<file path="src/rtl/xc20xx_config_loader.sv">
// xc20xx_config_loader
//   Serial configuration loader. Hunts a 0010 preamble in a 1-bit stream,
//   captures a 24-bit length count, checks the 1111 separator and per-frame
//   start/stop framing, and writes one parallel frame per strobe toward the
//   frame-addressed configuration store.
// Ports:
//   K          clock (rising edge)
//   R_N        asynchronous active-low reset
//   DIN        serial configuration bit, MSB first
//   DIN_EN     DIN is accepted only on edges where this is high
//   FRAME_DATA last completed frame (first data bit received in the MSB)
//   FRAME_ADDR 0-based index of the frame in FRAME_DATA
//   FRAME_WE   one-cycle write strobe for FRAME_DATA/FRAME_ADDR
//   BUSY       high from preamble detect until DONE or ERR
//   DONE       sticky: all frames loaded and length verified
//   ERR        sticky: framing or length error
module xc20xx_config_loader #(
  parameter int FRAME_BITS = 46,
  parameter int NUM_FRAMES = 160,
  parameter int ADDR_W     = 8
) (
  input  logic                  K,
  input  logic                  R_N,
  input  logic                  DIN,
  input  logic                  DIN_EN,
  output logic [FRAME_BITS-1:0] FRAME_DATA,
  output logic [ADDR_W-1:0]     FRAME_ADDR,
  output logic                  FRAME_WE,
  output logic                  BUSY,
  output logic                  DONE,
  output logic                  ERR
);

  localparam int BC_W = $clog2(FRAME_BITS + 4);
  localparam logic [BC_W-1:0]   SEP_LAST  = BC_W'(3);
  localparam logic [BC_W-1:0]   STOP_LAST = BC_W'(2);
  localparam logic [BC_W-1:0]   DATA_LAST = BC_W'(FRAME_BITS - 1);
  localparam logic [ADDR_W-1:0] LAST_IDX  = ADDR_W'(NUM_FRAMES - 1);

  typedef enum logic [2:0] {
    ST_HUNT, ST_LEN, ST_SEP, ST_START, ST_DATA, ST_STOP, ST_DONE, ST_ERR
  } state_e;

  state_e                state_q, state_d;
  logic [3:0]            hist_q, hist_d;
  logic [23:0]           cnt_q, cnt_d;
  logic [23:0]           len_q, len_d;
  logic [BC_W-1:0]       bit_cnt_q, bit_cnt_d;
  logic [FRAME_BITS-1:0] shift_q, shift_d;
  logic [ADDR_W-1:0]     idx_q, idx_d;
  logic [FRAME_BITS-1:0] fdata_q, fdata_d;
  logic [ADDR_W-1:0]     faddr_q, faddr_d;
  logic                  we_q, we_d;
  logic                  busy_q, busy_d;
  logic                  done_q, done_d;
  logic                  err_q, err_d;

  logic [23:0] cnt_inc;
  logic        last_frame;
  logic        overrun;
  logic        bad_bit;

  always_comb begin
    state_d    = state_q;
    hist_d     = hist_q;
    cnt_d      = cnt_q;
    len_d      = len_q;
    bit_cnt_d  = bit_cnt_q;
    shift_d    = shift_q;
    idx_d      = idx_q;
    fdata_d    = fdata_q;
    faddr_d    = faddr_q;
    we_d       = 1'b0;
    busy_d     = busy_q;
    done_d     = done_q;
    err_d      = err_q;
    cnt_inc    = cnt_q + 24'd1;
    last_frame = (idx_q == LAST_IDX);
    overrun    = 1'b0;
    bad_bit    = 1'b0;

    if (DIN_EN) begin
      case (state_q)
        // The preamble is recognised from the registered history, so the
        // detecting edge is the one accepting the first length bit; that
        // bit is counted as bit 1.
        ST_HUNT: begin
          if (hist_q == 4'b0010) begin
            state_d   = ST_LEN;
            busy_d    = 1'b1;
            cnt_d     = 24'd1;
            len_d     = {23'd0, DIN};
            idx_d     = '0;
            bit_cnt_d = '0;
          end else begin
            hist_d = {hist_q[2:0], DIN};
          end
        end
        ST_LEN: begin
          cnt_d = cnt_inc;
          len_d = {len_q[22:0], DIN};
          if (cnt_inc == 24'd24) begin
            state_d   = ST_SEP;
            bit_cnt_d = '0;
          end
        end
        ST_SEP: begin
          cnt_d   = cnt_inc;
          overrun = (cnt_inc == len_q);
          if (!DIN) begin
            bad_bit = 1'b1;
          end else if (bit_cnt_q == SEP_LAST) begin
            state_d = ST_START;
          end else begin
            bit_cnt_d = bit_cnt_q + BC_W'(1);
          end
        end
        ST_START: begin
          cnt_d   = cnt_inc;
          overrun = (cnt_inc == len_q);
          if (DIN) begin
            bad_bit = 1'b1;
          end else begin
            state_d   = ST_DATA;
            bit_cnt_d = '0;
          end
        end
        ST_DATA: begin
          cnt_d   = cnt_inc;
          overrun = (cnt_inc == len_q);
          shift_d = {shift_q[FRAME_BITS-2:0], DIN};
          if (bit_cnt_q == DATA_LAST) begin
            state_d   = ST_STOP;
            bit_cnt_d = '0;
          end else begin
            bit_cnt_d = bit_cnt_q + BC_W'(1);
          end
        end
        ST_STOP: begin
          cnt_d = cnt_inc;
          // The final frame's stop bits are the tail of the stream, so the
          // length is judged on its last stop bit rather than as overrun.
          overrun = (cnt_inc == len_q) && !last_frame;
          if (!DIN) begin
            bad_bit = 1'b1;
          end else if (bit_cnt_q == STOP_LAST) begin
            we_d    = 1'b1;
            fdata_d = shift_q;
            faddr_d = idx_q;
            idx_d   = idx_q + ADDR_W'(1);
            if (last_frame) begin
              busy_d = 1'b0;
              if (cnt_inc == len_q) begin
                state_d = ST_DONE;
                done_d  = 1'b1;
              end else begin
                state_d = ST_ERR;
                err_d   = 1'b1;
              end
            end else begin
              state_d = ST_START;
            end
          end else begin
            bit_cnt_d = bit_cnt_q + BC_W'(1);
          end
        end
        default: begin
        end
      endcase

      // Any error cancels a pending frame write so no partial frame escapes.
      if (bad_bit || overrun) begin
        state_d = ST_ERR;
        err_d   = 1'b1;
        busy_d  = 1'b0;
        we_d    = 1'b0;
        fdata_d = fdata_q;
        faddr_d = faddr_q;
        idx_d   = idx_q;
      end
    end
  end

  always_ff @(posedge K or negedge R_N) begin
    if (!R_N) begin
      state_q   <= ST_HUNT;
      hist_q    <= 4'b1111;
      cnt_q     <= '0;
      len_q     <= '0;
      bit_cnt_q <= '0;
      shift_q   <= '0;
      idx_q     <= '0;
      fdata_q   <= '0;
      faddr_q   <= '0;
      we_q      <= 1'b0;
      busy_q    <= 1'b0;
      done_q    <= 1'b0;
      err_q     <= 1'b0;
    end else begin
      state_q   <= state_d;
      hist_q    <= hist_d;
      cnt_q     <= cnt_d;
      len_q     <= len_d;
      bit_cnt_q <= bit_cnt_d;
      shift_q   <= shift_d;
      idx_q     <= idx_d;
      fdata_q   <= fdata_d;
      faddr_q   <= faddr_d;
      we_q      <= we_d;
      busy_q    <= busy_d;
      done_q    <= done_d;
      err_q     <= err_d;
    end
  end

  assign FRAME_DATA = fdata_q;
  assign FRAME_ADDR = faddr_q;
  assign FRAME_WE   = we_q;
  assign BUSY       = busy_q;
  assign DONE       = done_q;
  assign ERR        = err_q;

endmodule

</file>
<file path="config.mk">
export PLATFORM = sky130hd
export DESIGN_NAME = xc20xx_config_loader
export DESIGN_NICKNAME = d
export VERILOG_FILES = /design/src/rtl/xc20xx_config_loader.sv
export SDC_FILE = /design/constraint.sdc
export NUM_CORES = 1
export LEC_CHECK = 0
export BUFFER_PORTS_ARGS = -buffer_cell sky130_fd_sc_hd__clkbuf_2
export CORE_MARGIN = 3
export CORE_UTILIZATION = 55
export DETAILED_ROUTE_END_ITERATION = 6
export PLACE_DENSITY = 0.77
export SYNTH_ARGS = -nofsm -noshare
export SYNTH_HDL_FRONTEND = slang
export SYNTH_SLANG_ARGS = --single-unit
</file>
<file path="constraint.sdc">
create_clock -name K -period 3.16 [get_ports K]
set_input_delay 0.632 -clock K [delete_from_list [all_inputs] [get_ports K]]
set_output_delay 0.632 -clock K [all_outputs]
set_load 0.02 [all_outputs]
</file>
; Word level (Yosys, flattened, before mapping)
; Cells that the tools add are included.
[word_totals]
elab_cells = 128
register_bits = 173
[op_classes]
bitwise = 2
muxes = 52
eq_ne = 30
addsub = 3
reduce_logical = 28
[ops]
columns = cell, count
row1 = 24-bit one-hot mux with 2 select lines, 2
row2 = 24-bit two-way mux, 2
row3 = 6-bit two-way mux, 8
row4 = 6-bit one-hot mux with 6 select lines, 1
row5 = 3-bit two-way mux, 10
row6 = "3-bit inequality test, second input constant", 9
row7 = "24-bit by 1-bit adder with 24-bit output, second input constant", 1
row8 = 24-bit == test, 1
row9 = "24-bit by 5-bit == test with 1-bit output, second input constant", 1
row10 = 8-bit two-way mux, 3
row11 = 6-bit AND reduction, 4
row12 = 1-bit two-way mux, 21
row13 = 3-bit one-hot mux with 6 select lines, 1
row14 = "2-bit inequality test, second input constant", 8
row15 = 8-bit one-hot mux with 2 select lines, 1
row16 = 2-bit nonzero test, 7
row17 = "6-bit by 2-bit == test with 1-bit output, second input constant", 2
row18 = 10-bit AND reduction, 1
row19 = 3-bit AND reduction, 3
row20 = 9-bit AND reduction, 1
row21 = "8-bit by 1-bit adder with 8-bit output, second input constant", 1
row22 = "8-bit == test, second input constant", 1
row23 = 7-bit nonzero test, 1
row24 = "6-bit by 1-bit adder with 6-bit output, second input constant", 1
row25 = 19 further kinds, 24

; Depth between registers and ports, before layout
[logic_depth]
depth_word = 8
mapped_depth = 12
mapped_depth_nobuf = 10

; Least setup slack after synthesis
; No wires, ideal clock.
[synth_timing]
path_kind = reg-to-reg
from = register cnt_q[9]
to = register fdata_q[30], in the netlist FRAME_DATA[30]
path_stages_with_launch = 11
arrival_time_ns = 3.212
path_slack_ns = -0.179
period_less_slack_ns = 3.339
setup_time_ns = 0.128
cell_sequence = dfrtp_1 buf_4 nand4_1 or4_1 nor3_1 xor2_1 a2111oi_0 nand4_2 nand3_4 buf_4 mux2_1
[synth_between]
elab_chain_len = 8
[synth_lines]
columns = item, line
row1 = from (decl), 46  ; logic [23:0] cnt_q, cnt_d;
row2 = from (signal assigned), 202  ; cnt_q <= cnt_d;
row3 = 24-bit by 1-bit adder with 24-bit output (*), 77  ; cnt_inc = cnt_q + 24'd1;
row4 = 24-bit == test (*), -
row5 = 1-bit logical AND, 143  ; overrun = (cnt_inc == len_q) && !last_frame;
row6 = 1-bit one-hot mux with 2 select lines (*), 83  ; case (state_q)
row7 = 1-bit two-way mux (*), 82  ; if (DIN_EN) begin
row8 = 1-bit logical OR (*), 172  ; if (bad_bit || overrun) begin
row9 = 1-bit NOT (no source line) (*), -
row10 = 5-bit AND reduction (no source line) (*), -
row11 = to (signal assigned), 207  ; fdata_q <= fdata_d;
row12 = to (decl), 51  ; logic [FRAME_BITS-1:0] fdata_q, fdata_d;
; Every way passes the cells marked *; elsewhere a longest branch is shown, timed or not. The select of a mux whose other input is x is not followed.
; A chain may end at the register's enable or synchronous reset.

; Worst setup path in the final report
[layout_timing]
from = register cnt_q[10]
to = register fdata_q[24], in the netlist FRAME_DATA[24]
; The elaborated chain is that of the path after synthesis.

==> impl_metrics.env <==
export IMPL_outcome="finished, violations left"
export IMPL_violations="negative setup slack"
export IMPL_ys_seq_elements=173
export IMPL_port_buffers=61
export IMPL_fin_skew_ns=0.0104
export IMPL_ant_nets=0
export IMPL_max_slew_margin_pct=56.2
export IMPL_drt_pass1_iter_count=5
export IMPL_ys_warn_count=0
export IMPL_period_share_pct=102
export IMPL_async_flop_share_pct=100
export IMPL_synth_compound_area_share_pct=13.0
export IMPL_worstSetupPathType="reg2reg"
export IMPL_start_util_pct=56.7
export IMPL_clock_latency_ns=0.43
export IMPL_synth_top_family_by_area="simple AND/OR/NAND/NOR gates"
export IMPL_die_w_um=132
export IMPL_clockBufferDepth=2
export IMPL_rr_endpoint="FRAME_DATA[24]"
export IMPL_drtIter0Drc=743
export IMPL_finalSetupViolCount=45
export IMPL_synth_top_area_share_pct=48.7
export IMPL_cp_data_arrival_time_ns=3.53
export IMPL_use_met2_pct=38.5
export IMPL_fillers=1114
export IMPL_ys_flop_type="dfrtp_1"
export IMPL_setup_worst_path_start_class="flop"
export IMPL_wl_per_cell_um=19.3
export IMPL_nets=954
export IMPL_syn_nets=826
export IMPL_cp_max_fo=8
export IMPL_num_antenna_cells=0
export IMPL_routed_wl_mm=22.5
export IMPL_synthAdderAreaFrac_pct=0.865
export IMPL_yosys_area_top_type="dfrtp_1"
export IMPL_place_hpwl_mm=14.7
export IMPL_met3_usage_pct=6.09
export IMPL_grt_max_degree=69
export IMPL_synth_area_per_cell_um2=10.6
export IMPL_hold_viol=0
export IMPL_syn2layout_area_growth_pct=24.5
export IMPL_synth_area_um2=8680
export IMPL_final_util_pct=70.5
export IMPL_tightest_slew_ns=0.652
export IMPL_grt_busiest_layer="met2"
export IMPL_die_h_um=132
export IMPL_synthCells=816
export IMPL_clk_pin_slew_worst_paths_ns=0.07
export IMPL_cts_tree="yes"
export IMPL_ys_seq_area_share_pct=49.9
export IMPL_pre_cts_slack_ns=-0.229
export IMPL_reg2reg_slack_ns=-0.05
export IMPL_grt_pass1_wl_mm=35.3
export IMPL_hp_class="in2async"
export IMPL_cts_root_buf="clkbuf_16"
export IMPL_synth_most_common_cell="dfrtp_1"
export IMPL_clock_sinks=173
export IMPL_die_area_um2=17300
export IMPL_core_region_area_um2=15300
export IMPL_max_freq_mhz=311
export IMPL_cts_htree_levels=4
export IMPL_globalplace_congestion=0.985
export IMPL_yosys_area_share_xor_xnor_pct=3.50
export IMPL_avgViaCountPerCell=5.96
export IMPL_synth_common_cells="dfrtp_1, nand2_1, o21ai_0"
export IMPL_gr_total_overflow=0
export IMPL_p_leak_uw=0.00517
export IMPL_cap_violations=0
export IMPL_rsz0062_at_grt="true"
export IMPL_min_period_ns=3.21
export IMPL_endpoint_kind="flop"
export IMPL_route_detailed_drc=0
export IMPL_cts_buffers=17
export IMPL_grtUsageTotal_pct=25.0
export IMPL_required_ns=3.47
export IMPL_grt_pass1_vias=6717
export IMPL_setup_ws_ns=-0.0518
export IMPL_io_pins=62
export IMPL_yosys_top_cells_area="dfrtp_1, mux2_1, mux2_2"
export IMPL_rr_worst_depth=11
export IMPL_antenna_found_initial=0
export IMPL_holdWs_ns=0.216
export IMPL_synth_cell_types=74
export IMPL_synth_simple_gate_area_share_pct=15.3
export IMPL_final_seq_area_um2=4340
export IMPL_power_density_nw_per_um2=620
export IMPL_synthMuxAreaShare_pct=13.7
export IMPL_rows=45
export IMPL_worstReg2RegStart="cnt_q[10]"
export IMPL_synth_edf_count=0
export IMPL_multiInputGateArea_um2=4400
export IMPL_irDropWorstVdd_v=0.000461
export IMPL_grt_util_met1_pct=34.8
export IMPL_drv_slew=0
export IMPL_drive_gt1_share_pct=34.3
export IMPL_vias=6961
## power by group
part | switching (µW) | leakage, µW | internal [µW] | total [µW]
Sequential | 196 | 0.00236 | 2420 | 2610
Clock | 929 | 0.000275 | 1120 | 2050
Combinational | 1210 | 0.00254 | 815 | 2020
## cell families after synthesis
logic type	Yosys count
XOR/XNOR	30
flip-flops	173
multiplexers	106
AO/OA/AOI/OAI	177
AND/OR/NAND/NOR	260
buffers and inverters	64
adder cells (fa/ha/maj)	6
## registers in the layout, indices dropped and copies added, names as in the netlist
register,count
FRAME_DATA,46
shift_q,46
cnt_q,24
len_q,24
FRAME_ADDR,8
idx_q,8
bit_cnt_q,6
hist_q,4
state_q,3
BUSY,1
DONE,1
ERR,1
FRAME_WE,1
## cell usage in the layout, fill, tap and decap left out, types with 16 or more instances in the layout
master     instances
nor2_1            38
xnor2_1           16
mux2_1            21
mux2_4            33
o21ai_0           79
clkbuf_2          60
clkbuf_16         19
dfrtp_1          163
mux2_2            50
nand2_1           96
buf_4             84
nand3_1           25
## routing by layer
metal	vias up	routed length, µm
met5	-	0
met4	0	657
met3	49	1600
met2	278	10400
met1	3408	9840
li1	3226	-
## per-stage QoR
step                area [µm²]  cells  power, µW  TNS (ns)
global route             10800   1168       7010     -7.09
floorplan                 8690    816       3760         0
CTS                      10300   1156       6510         0
detailed placement        9680   1122       4400    -13.09
global placement          9680   1122       4370    -14.00
finish                   10800   1168       6690    -0.955
## cell type report
cell class / instances / share of cell area, %
Multi-Input combinational cell: 579 / 40.7
Sequential cell: 173 / 40.2
Timing Repair Buffer: 159 / 10.8
Clock buffer: 19 / 4.10
Tap cell: 211 / 2.44
Clock inverter: 13 / 1.24
Inverter: 14 / 0.487
## how the worst max path moves through the flow
stage,endpoint,from
5_1_grt,FRAME_DATA[24],cnt_q[10]
3_5_place_dp,state_q[1],cnt_q[1]
3_3_place_gp,state_q[1],cnt_q[1]
4_1_cts,state_q[0],cnt_q[0]
6_report,FRAME_DATA[24],cnt_q[10]
2_1_floorplan,FRAME_DATA[30],cnt_q[1]
## worst max-delay path: stages, from the launching register on
cell and delay, ns:
dfrtp_1 0.40, nand4_1 0.23, buf_4 0.21, or4_4 0.50, nor3_4 0.25, xor2_2 0.12, a2111oi_2 0.31, buf_4 0.18
nand4_4 0.10, nand3_4 0.25, clkbuf_16 0.23, mux2_4 0.31
## what timing repair did
| item | in CTS | in global routing |
|---|---|---|
| resized for setup | 12 | 76 |
| pin swaps | 2 | 10 |
| hold buffers | 0 | 0 |
| endpoints found under the setup margin | 73 | 73 |
| buffers inserted | 2 | 9 |
| cloned | 0 | 3 |
(Power assumes the default switching activity.)
